<file path="config.mk">
export PLATFORM = sky130hd
export DESIGN_NAME = ram_access_ctrl_flat
export DESIGN_NICKNAME = d
export VERILOG_FILES = /design/src/rtl/ram_access_ctrl_pkg.sv /design/src/rtl/ram_access_ctrl_if.sv /design/src/rtl/rac_cycle_cnt.sv /design/src/rtl/ram_access_ctrl.sv /design/src/flat_wrapper.sv
export SDC_FILE = /design/constraint.sdc
export NUM_CORES = 1
export LEC_CHECK = 0
export CAP_MARGIN = 10
export CORE_AREA = 10 10 60 62
export CTS_CLUSTER_DIAMETER = 40
export CTS_CLUSTER_SIZE = 14
export DETAILED_ROUTE_END_ITERATION = 6
export DIE_AREA = 0 0 70 72
export PLACE_DENSITY = 0.79
export SLEW_MARGIN = 20
export SYNTH_ARGS = -nofsm -noshare
export SYNTH_HDL_FRONTEND = slang
export SYNTH_SLANG_ARGS = --single-unit
</file>
<file path="constraint.sdc">
create_clock -name clk -period 4.15 [get_ports clk]
set_input_delay 0.83 -clock clk [delete_from_list [all_inputs] [get_ports clk]]
set_output_delay 0.83 -clock clk [all_outputs]
set_load 0.05 [all_outputs]
</file>
<file path="src/rtl/ram_access_ctrl_pkg.sv">
// Shared op codes, FSM state encoding and sizing helper for ram_access_ctrl
// and its benches.
package ram_access_ctrl_pkg;

  typedef enum logic [1:0] {
    OP_READ  = 2'b00,
    OP_WRITE = 2'b01,
    OP_CLEAR = 2'b10,
    OP_RSVD  = 2'b11
  } op_e;

  typedef enum logic [2:0] {
    ST_IDLE,
    ST_SETUP,
    ST_WRITE,
    ST_READ,
    ST_CLEAR,
    ST_VERIFY,
    ST_RESP
  } state_e;

  // Counter holds (cycles-1) at most, so it needs clog2(max cycles) bits.
  function automatic int unsigned cnt_width(input int unsigned a,
                                            input int unsigned b,
                                            input int unsigned c);
    int unsigned m;
    m = (a > b) ? a : b;
    m = (m > c) ? m : c;
    return (m < 2) ? 1 : $clog2(m);
  endfunction

endpackage

</file>
<file path="src/rtl/ram_access_ctrl_if.sv">
// Command/response stream plus RAM pin bundle for ram_access_ctrl.
// slave = controller view, master = sequencer/RAM environment view.
interface ram_access_ctrl_if #(
  parameter int unsigned DATA_W = 8,
  parameter int unsigned ADDR_W = 1
);
  logic              cmd_valid;
  logic              cmd_ready;
  logic [1:0]        cmd_op;
  logic [ADDR_W-1:0] cmd_addr;
  logic [DATA_W-1:0] cmd_wdata;
  logic              rsp_valid;
  logic              rsp_ready;
  logic [DATA_W-1:0] rsp_rdata;
  logic              rsp_err;
  logic              mem_rw;
  logic [ADDR_W-1:0] mem_addr;
  logic [DATA_W-1:0] mem_wdata;
  logic              mem_clear;
  logic [DATA_W-1:0] mem_rdata;

  modport slave (
    input  cmd_valid, cmd_op, cmd_addr, cmd_wdata, rsp_ready, mem_rdata,
    output cmd_ready, rsp_valid, rsp_rdata, rsp_err,
           mem_rw, mem_addr, mem_wdata, mem_clear
  );

  modport master (
    output cmd_valid, cmd_op, cmd_addr, cmd_wdata, rsp_ready, mem_rdata,
    input  cmd_ready, rsp_valid, rsp_rdata, rsp_err,
           mem_rw, mem_addr, mem_wdata, mem_clear
  );
endinterface

</file>
<file path="src/rtl/rac_cycle_cnt.sv">
// Loadable down-counter; zero_o marks the last cycle of a timed phase.
module rac_cycle_cnt #(
  parameter int unsigned CNT_W = 1
) (
  input  logic             clk,
  input  logic             rst_n,
  input  logic             load_i,
  input  logic [CNT_W-1:0] load_val_i,
  output logic             zero_o
);
  logic [CNT_W-1:0] cnt_q, cnt_d;

  always_comb begin
    cnt_d = cnt_q;
    if (load_i) begin
      cnt_d = load_val_i;
    end else if (cnt_q != '0) begin
      cnt_d = cnt_q - 1'b1;
    end
  end

  always_ff @(posedge clk or negedge rst_n) begin
    if (!rst_n) begin
      cnt_q <= '0;
    end else begin
      cnt_q <= cnt_d;
    end
  end

  assign zero_o = (cnt_q == '0);
endmodule

</file>
<file path="src/rtl/ram_access_ctrl.sv">
// Command-stream initiator for word-organised RAMs (mem2x8 family).
// Optional WRITE_VERIFY_EN adds a read-back VERIFY phase after every write.
module ram_access_ctrl
  import ram_access_ctrl_pkg::*;
#(
  parameter int unsigned DATA_W     = 8,
  parameter int unsigned ADDR_W     = 1,
  parameter int unsigned WR_CYCLES  = 1,
  parameter int unsigned RD_WAIT    = 1,
  parameter int unsigned CLR_CYCLES = 1
) (
  input logic               clk,
  input logic               clear_n,
  ram_access_ctrl_if.slave  bus
);
  localparam int unsigned CNT_W = cnt_width(WR_CYCLES, RD_WAIT, CLR_CYCLES);
  localparam logic [CNT_W-1:0] WR_LD  = CNT_W'(WR_CYCLES - 1);
  localparam logic [CNT_W-1:0] RD_LD  = CNT_W'(RD_WAIT - 1);
  localparam logic [CNT_W-1:0] CLR_LD = CNT_W'(CLR_CYCLES - 1);

  state_e            state_q, state_d;
  op_e               op_q, op_d;
  logic [ADDR_W-1:0] addr_q, addr_d;
  logic [DATA_W-1:0] wdata_q, wdata_d;
  logic [DATA_W-1:0] rdata_q, rdata_d;
  logic              err_q, err_d;
  logic              cnt_load;
  logic [CNT_W-1:0]  cnt_val;
  logic              cnt_zero;
  logic              cmd_fire;
  op_e               cmd_op;

  assign cmd_op   = op_e'(bus.cmd_op);
  assign cmd_fire = bus.cmd_valid && (state_q == ST_IDLE);

  rac_cycle_cnt #(.CNT_W(CNT_W)) u_cnt (
    .clk        (clk),
    .rst_n      (clear_n),
    .load_i     (cnt_load),
    .load_val_i (cnt_val),
    .zero_o     (cnt_zero)
  );

  always_ff @(posedge clk or negedge clear_n) begin
    if (!clear_n) begin
      state_q <= ST_IDLE;
    end else begin
      state_q <= state_d;
    end
  end

  always_comb begin
    state_d = state_q;
    case (state_q)
      ST_IDLE:  if (cmd_fire) state_d = ST_SETUP;
      ST_SETUP: begin
        case (op_q)
          OP_WRITE: state_d = ST_WRITE;
          OP_READ:  state_d = ST_READ;
          OP_CLEAR: state_d = ST_CLEAR;
          default:  state_d = ST_RESP;
        endcase
      end
`ifdef WRITE_VERIFY_EN
      ST_WRITE: if (cnt_zero) state_d = ST_VERIFY;
      ST_VERIFY: if (cnt_zero) state_d = ST_RESP;
`else
      ST_WRITE: if (cnt_zero) state_d = ST_RESP;
`endif
      ST_READ, ST_CLEAR: if (cnt_zero) state_d = ST_RESP;
      ST_RESP:  if (bus.rsp_ready) state_d = ST_IDLE;
      default:  state_d = ST_IDLE;
    endcase
  end

  // Strobes decode straight from state_q so reset drops them without a clock.
  always_comb begin
    bus.cmd_ready = (state_q == ST_IDLE);
    bus.rsp_valid = (state_q == ST_RESP);
    bus.mem_rw    = (state_q == ST_WRITE);
    bus.mem_clear = (state_q == ST_CLEAR);
    cnt_load      = (state_d != state_q);
    cnt_val       = '0;
    case (state_d)
      ST_WRITE:           cnt_val = WR_LD;
      ST_READ, ST_VERIFY: cnt_val = RD_LD;
      ST_CLEAR:           cnt_val = CLR_LD;
      default:            cnt_val = '0;
    endcase
  end

  always_comb begin
    op_d    = op_q;
    addr_d  = addr_q;
    wdata_d = wdata_q;
    rdata_d = rdata_q;
    err_d   = err_q;
    case (state_q)
      ST_IDLE: begin
        if (cmd_fire) begin
          op_d    = cmd_op;
          rdata_d = '0;
          err_d   = (cmd_op == OP_RSVD);
          // Reserved ops leave the RAM pins untouched.
          if (cmd_op != OP_RSVD) begin
            addr_d  = bus.cmd_addr;
            wdata_d = bus.cmd_wdata;
          end
        end
      end
      ST_READ: if (cnt_zero) rdata_d = bus.mem_rdata;
`ifdef WRITE_VERIFY_EN
      ST_VERIFY: begin
        if (cnt_zero) begin
          rdata_d = bus.mem_rdata;
          err_d   = (bus.mem_rdata != wdata_q);
        end
      end
`endif
      default: ;
    endcase
  end

  always_ff @(posedge clk or negedge clear_n) begin
    if (!clear_n) begin
      op_q    <= OP_READ;
      addr_q  <= '0;
      wdata_q <= '0;
      rdata_q <= '0;
      err_q   <= 1'b0;
    end else begin
      op_q    <= op_d;
      addr_q  <= addr_d;
      wdata_q <= wdata_d;
      rdata_q <= rdata_d;
      err_q   <= err_d;
    end
  end

  assign bus.rsp_rdata = rdata_q;
  assign bus.rsp_err   = err_q;
  assign bus.mem_addr  = addr_q;
  assign bus.mem_wdata = wdata_q;
endmodule

</file>
<file path="src/flat_wrapper.sv">
// flat-port wrapper written by rule: the top's interface ports become plain ports
module ram_access_ctrl_flat import ram_access_ctrl_pkg::*;
#(
  parameter int unsigned DATA_W     = 8,
  parameter int unsigned ADDR_W     = 1,
  parameter int unsigned WR_CYCLES  = 1,
  parameter int unsigned RD_WAIT    = 1,
  parameter int unsigned CLR_CYCLES = 1
)
  (clk, clear_n, bus_cmd_valid, bus_cmd_op, bus_cmd_addr, bus_cmd_wdata, bus_rsp_ready, bus_mem_rdata, bus_cmd_ready, bus_rsp_valid, bus_rsp_rdata, bus_rsp_err, bus_mem_rw, bus_mem_addr, bus_mem_wdata, bus_mem_clear);
  ram_access_ctrl_if #(.DATA_W(DATA_W), .ADDR_W(ADDR_W)) bus_i ();
  input logic clk;
  input logic clear_n;
  input wire logic [$bits(bus_i.cmd_valid)-1:0] bus_cmd_valid;
  input wire logic [$bits(bus_i.cmd_op)-1:0] bus_cmd_op;
  input wire logic [$bits(bus_i.cmd_addr)-1:0] bus_cmd_addr;
  input wire logic [$bits(bus_i.cmd_wdata)-1:0] bus_cmd_wdata;
  input wire logic [$bits(bus_i.rsp_ready)-1:0] bus_rsp_ready;
  input wire logic [$bits(bus_i.mem_rdata)-1:0] bus_mem_rdata;
  output wire logic [$bits(bus_i.cmd_ready)-1:0] bus_cmd_ready;
  output wire logic [$bits(bus_i.rsp_valid)-1:0] bus_rsp_valid;
  output wire logic [$bits(bus_i.rsp_rdata)-1:0] bus_rsp_rdata;
  output wire logic [$bits(bus_i.rsp_err)-1:0] bus_rsp_err;
  output wire logic [$bits(bus_i.mem_rw)-1:0] bus_mem_rw;
  output wire logic [$bits(bus_i.mem_addr)-1:0] bus_mem_addr;
  output wire logic [$bits(bus_i.mem_wdata)-1:0] bus_mem_wdata;
  output wire logic [$bits(bus_i.mem_clear)-1:0] bus_mem_clear;
  assign bus_i.cmd_valid = bus_cmd_valid;
  assign bus_i.cmd_op = bus_cmd_op;
  assign bus_i.cmd_addr = bus_cmd_addr;
  assign bus_i.cmd_wdata = bus_cmd_wdata;
  assign bus_i.rsp_ready = bus_rsp_ready;
  assign bus_i.mem_rdata = bus_mem_rdata;
  assign bus_cmd_ready = bus_i.cmd_ready;
  assign bus_rsp_valid = bus_i.rsp_valid;
  assign bus_rsp_rdata = bus_i.rsp_rdata;
  assign bus_rsp_err = bus_i.rsp_err;
  assign bus_mem_rw = bus_i.mem_rw;
  assign bus_mem_addr = bus_i.mem_addr;
  assign bus_mem_wdata = bus_i.mem_wdata;
  assign bus_mem_clear = bus_i.mem_clear;
  ram_access_ctrl #(.DATA_W(DATA_W), .ADDR_W(ADDR_W), .WR_CYCLES(WR_CYCLES), .RD_WAIT(RD_WAIT), .CLR_CYCLES(CLR_CYCLES)) u_core (.clk(clk), .clear_n(clear_n), .bus(bus_i));
endmodule
</file>
==> flow_summary.json <==
{
  "status": "finished, final reports clean",
  "synth_seq_cells": 23,
  "setup_ws_ns": 1.18,
  "root_buffer": "clkbuf_4",
  "cts_sinks": 23,
  "drive_above_1_share": 0.160,
  "cp_max_fo": 18,
  "cts_buffers": 3,
  "worst_setup_path_start_kind": "flip-flop",
  "avgSynthCellArea_sq_um": 13.2,
  "setup_viol": 0,
  "p_sw_uw": 674,
  "power_frac_comb": 0.608,
  "place_worst_setup_slack_ns": 1.54,
  "synth_cell_types": 20,
  "grt_usage": 0.0937,
  "rsz0062_at_grt": "no",
  "drt_iter0_markers": 28,
  "grt_pass1_wl_microns": 3850,
  "switching_share": 0.492,
  "cts.path.max_buffers": 2,
  "clk_pin_slew_worst_paths_ns": 0.14,
  "antenna_found_initial": 0,
  "worstPathRequired_ns": 3.32,
  "core-area_sq_um": 2430,
  "netlist.area_leader.share": 0.573,
  "timing.max_cap.violations": 0,
  "critPathArrivalTime_ns": 2.14,
  "seq_area_sq_um": 576,
  "routed_wl_microns": 2390,
  "vias": 753,
  "cts_setup_buffers": 0,
  "routabilityCongestion": 0.773,
  "io_buffers": 44,
  "ctsHtreeMaxLevel": 1,
  "wl_per_cell_microns": 16.0,
  "drcViolationCount": 0,
  "grt_pass1_vias": 782,
  "die-area_sq_um": 5040,
  "clock_latency_ns": 0.32,
  "hold_buffers": 0,
  "period_needed_ns": 2.97,
  "antenna_cells": 0,
  "synth_largest_area_cell": "dfrtp_1",
  "ctsResizeCount": 0,
  "critPathCaptureType": "output port",
  "max_slew_margin": 0.625,
  "syn_nets": 99,
  "period_share": 0.715,
  "final_common_cell": "clkdlybuf4s50_1",
  "peakVddDrop_v": 0.000486,
  "place.detailed.hpwl_microns": 1890,
  "ios": 45,
  "power_mw": 1.37,
  "multi_input_area_sq_um": 402,
  "fin_nets": 143,
  "rows": 18,
  "hold_class": "input pin to async pin",
  "ys_warn_count": 0,
  "synth.yosys.seq_area_share": 0.573,
  "area_growth_pct": 47.3,
  "seq_power_share": 0.313,
  "powerDensity_nw_per_um2": 926,
  "maxSlewViolCount": 0,
  "yosys-top-cells-area": "dfrtp_1, mux2_2, o22a_1",
  "grt_overflow": 0,
  "cts_tree": "yes",
  "ant_nets": 0,
  "fill_cells": 211,
  "syn-cell-area_sq_um": 1000,
  "worst_pin_slew_ns": 0.563,
  "leakage_nw": 0.609,
  "initial_utilization": 0.413,
  "skew_ns": 0.0148,
  "final_cell_mix": "clkdlybuf4s50_1, dfrtp_1, mux2_2",
  "die_width_microns": 70,
  "grt_max_degree": 24,
  "dr.pass1.iters": 4,
  "final.setup.tns_ns": 0,
  "max_freq_mhz": 337,
  "path_class": "flip-flop to output port",
  "hold_viol": 0,
  "die_y_microns": 72,
  "p_clk_frac": 0.079,
  "synth_cells": 76,
  "via_per_inst": 5.05,
  "p_int_uw": 696
}
[layer usage]
metal	vias to the layer above	track usage	part of all wire
li1	364	-	-
met1	353	0.103	0.43
met2	32	0.156	0.47
met3	4	0.0313	0.077
met4	0	0.0526	0.020
met5	-	0	0
[synth_stat cells (all sizes together)]
| cell | n |
|---|---|
| dfrtp | 23 |
| nor2 | 2 |
| and3b | 1 |
| a21oi | 2 |
| nand2 | 4 |
| nor3b | 2 |
| mux2 | 11 |
| o21a | 9 |
| mux2i | 1 |
| nand2b | 1 |
| nor3 | 2 |
| o21ai | 2 |
| nand3b | 1 |
| o22a | 8 |
| clkbuf | 2 |
| buf | 3 |
| or3b | 1 |
| nor4b | 1 |
[state kept, by name, summed over array words and instances, names as in the netlist]
register and count:
u_core.bus.rsp_rdata 8, u_core.bus.mem_wdata 8, u_core.state_q 3, u_core.op_q 2
u_core.bus.rsp_err 1, u_core.bus.mem_addr 1
[stage by stage]
| stage | hold slack (ns) | cells | util | instance area, sq um |
|---|---|---|---|---|
| 3_5_place_dp | 0.493 | 145 | 0.598 | 1460 |
| 6_report | 0.453 | 149 | 0.609 | 1480 |
| 4_1_cts | 0.525 | 149 | 0.611 | 1490 |
| 5_1_grt | 0.469 | 149 | 0.609 | 1480 |
| 2_1_floorplan | 0.495 | 76 | - | 1000 |
| 3_3_place_gp | 0.487 | 145 | 0.598 | 1460 |
[worst paths after layout]
path	from	end	slack, ns	cells past startpoint
worst max-delay path	u_core.state_q[2]	bus_mem_clear	1.18	2
worst min-delay path	clear_n	u_core.bus.rsp_rdata[1]	0.45	1
worst max register to register	u_core.state_q[2]	u_core.bus.mem_addr	2.47	3
worst min register to register	u_core.bus.rsp_err	u_core.bus.rsp_err	0.52	1
max in group asynchronous	clear_n	u_core.bus.rsp_err	3.34	1
min in group clk	u_core.bus.rsp_err	u_core.bus.rsp_err	0.52	1
[cells by family after synthesis]
group	share of synthesized area
buf+inv	0.0274
mux	0.133
compound gates	0.157
flops	0.573
simple gates	0.110
[power groups by stage]
| stage | Sequential, mW | Combinational, mW | Clock [mW] |
|---|---|---|---|
| CTS | 0.431 | 0.848 | 0.111 |
| global route | 0.447 | 0.877 | 0.120 |
| global placement | 0.428 | 0.836 | 0 |
| floorplan | 0.678 | 0.332 | 0 |
| finish | 0.429 | 0.833 | 0.108 |
| detailed placement | 0.437 | 0.847 | 0 |
[layout make-up]
class | instances | area share
Timing Repair Buffer | 44 | 0.294
Sequential cell | 23 | 0.389
Clock buffer | 3 | 0.0152
Tap cell | 30 | 0.0254
Clock inverter | 1 | 0.00507
Multi-Input combinational cell | 48 | 0.271
[worst max-delay path: stages (launching register included)]
cell and delay [ns]:
dfrtp_1 0.72, nor3b_1 0.27, clkdlybuf4s50_1 0.84
Power figures use the tool's default switching activity.
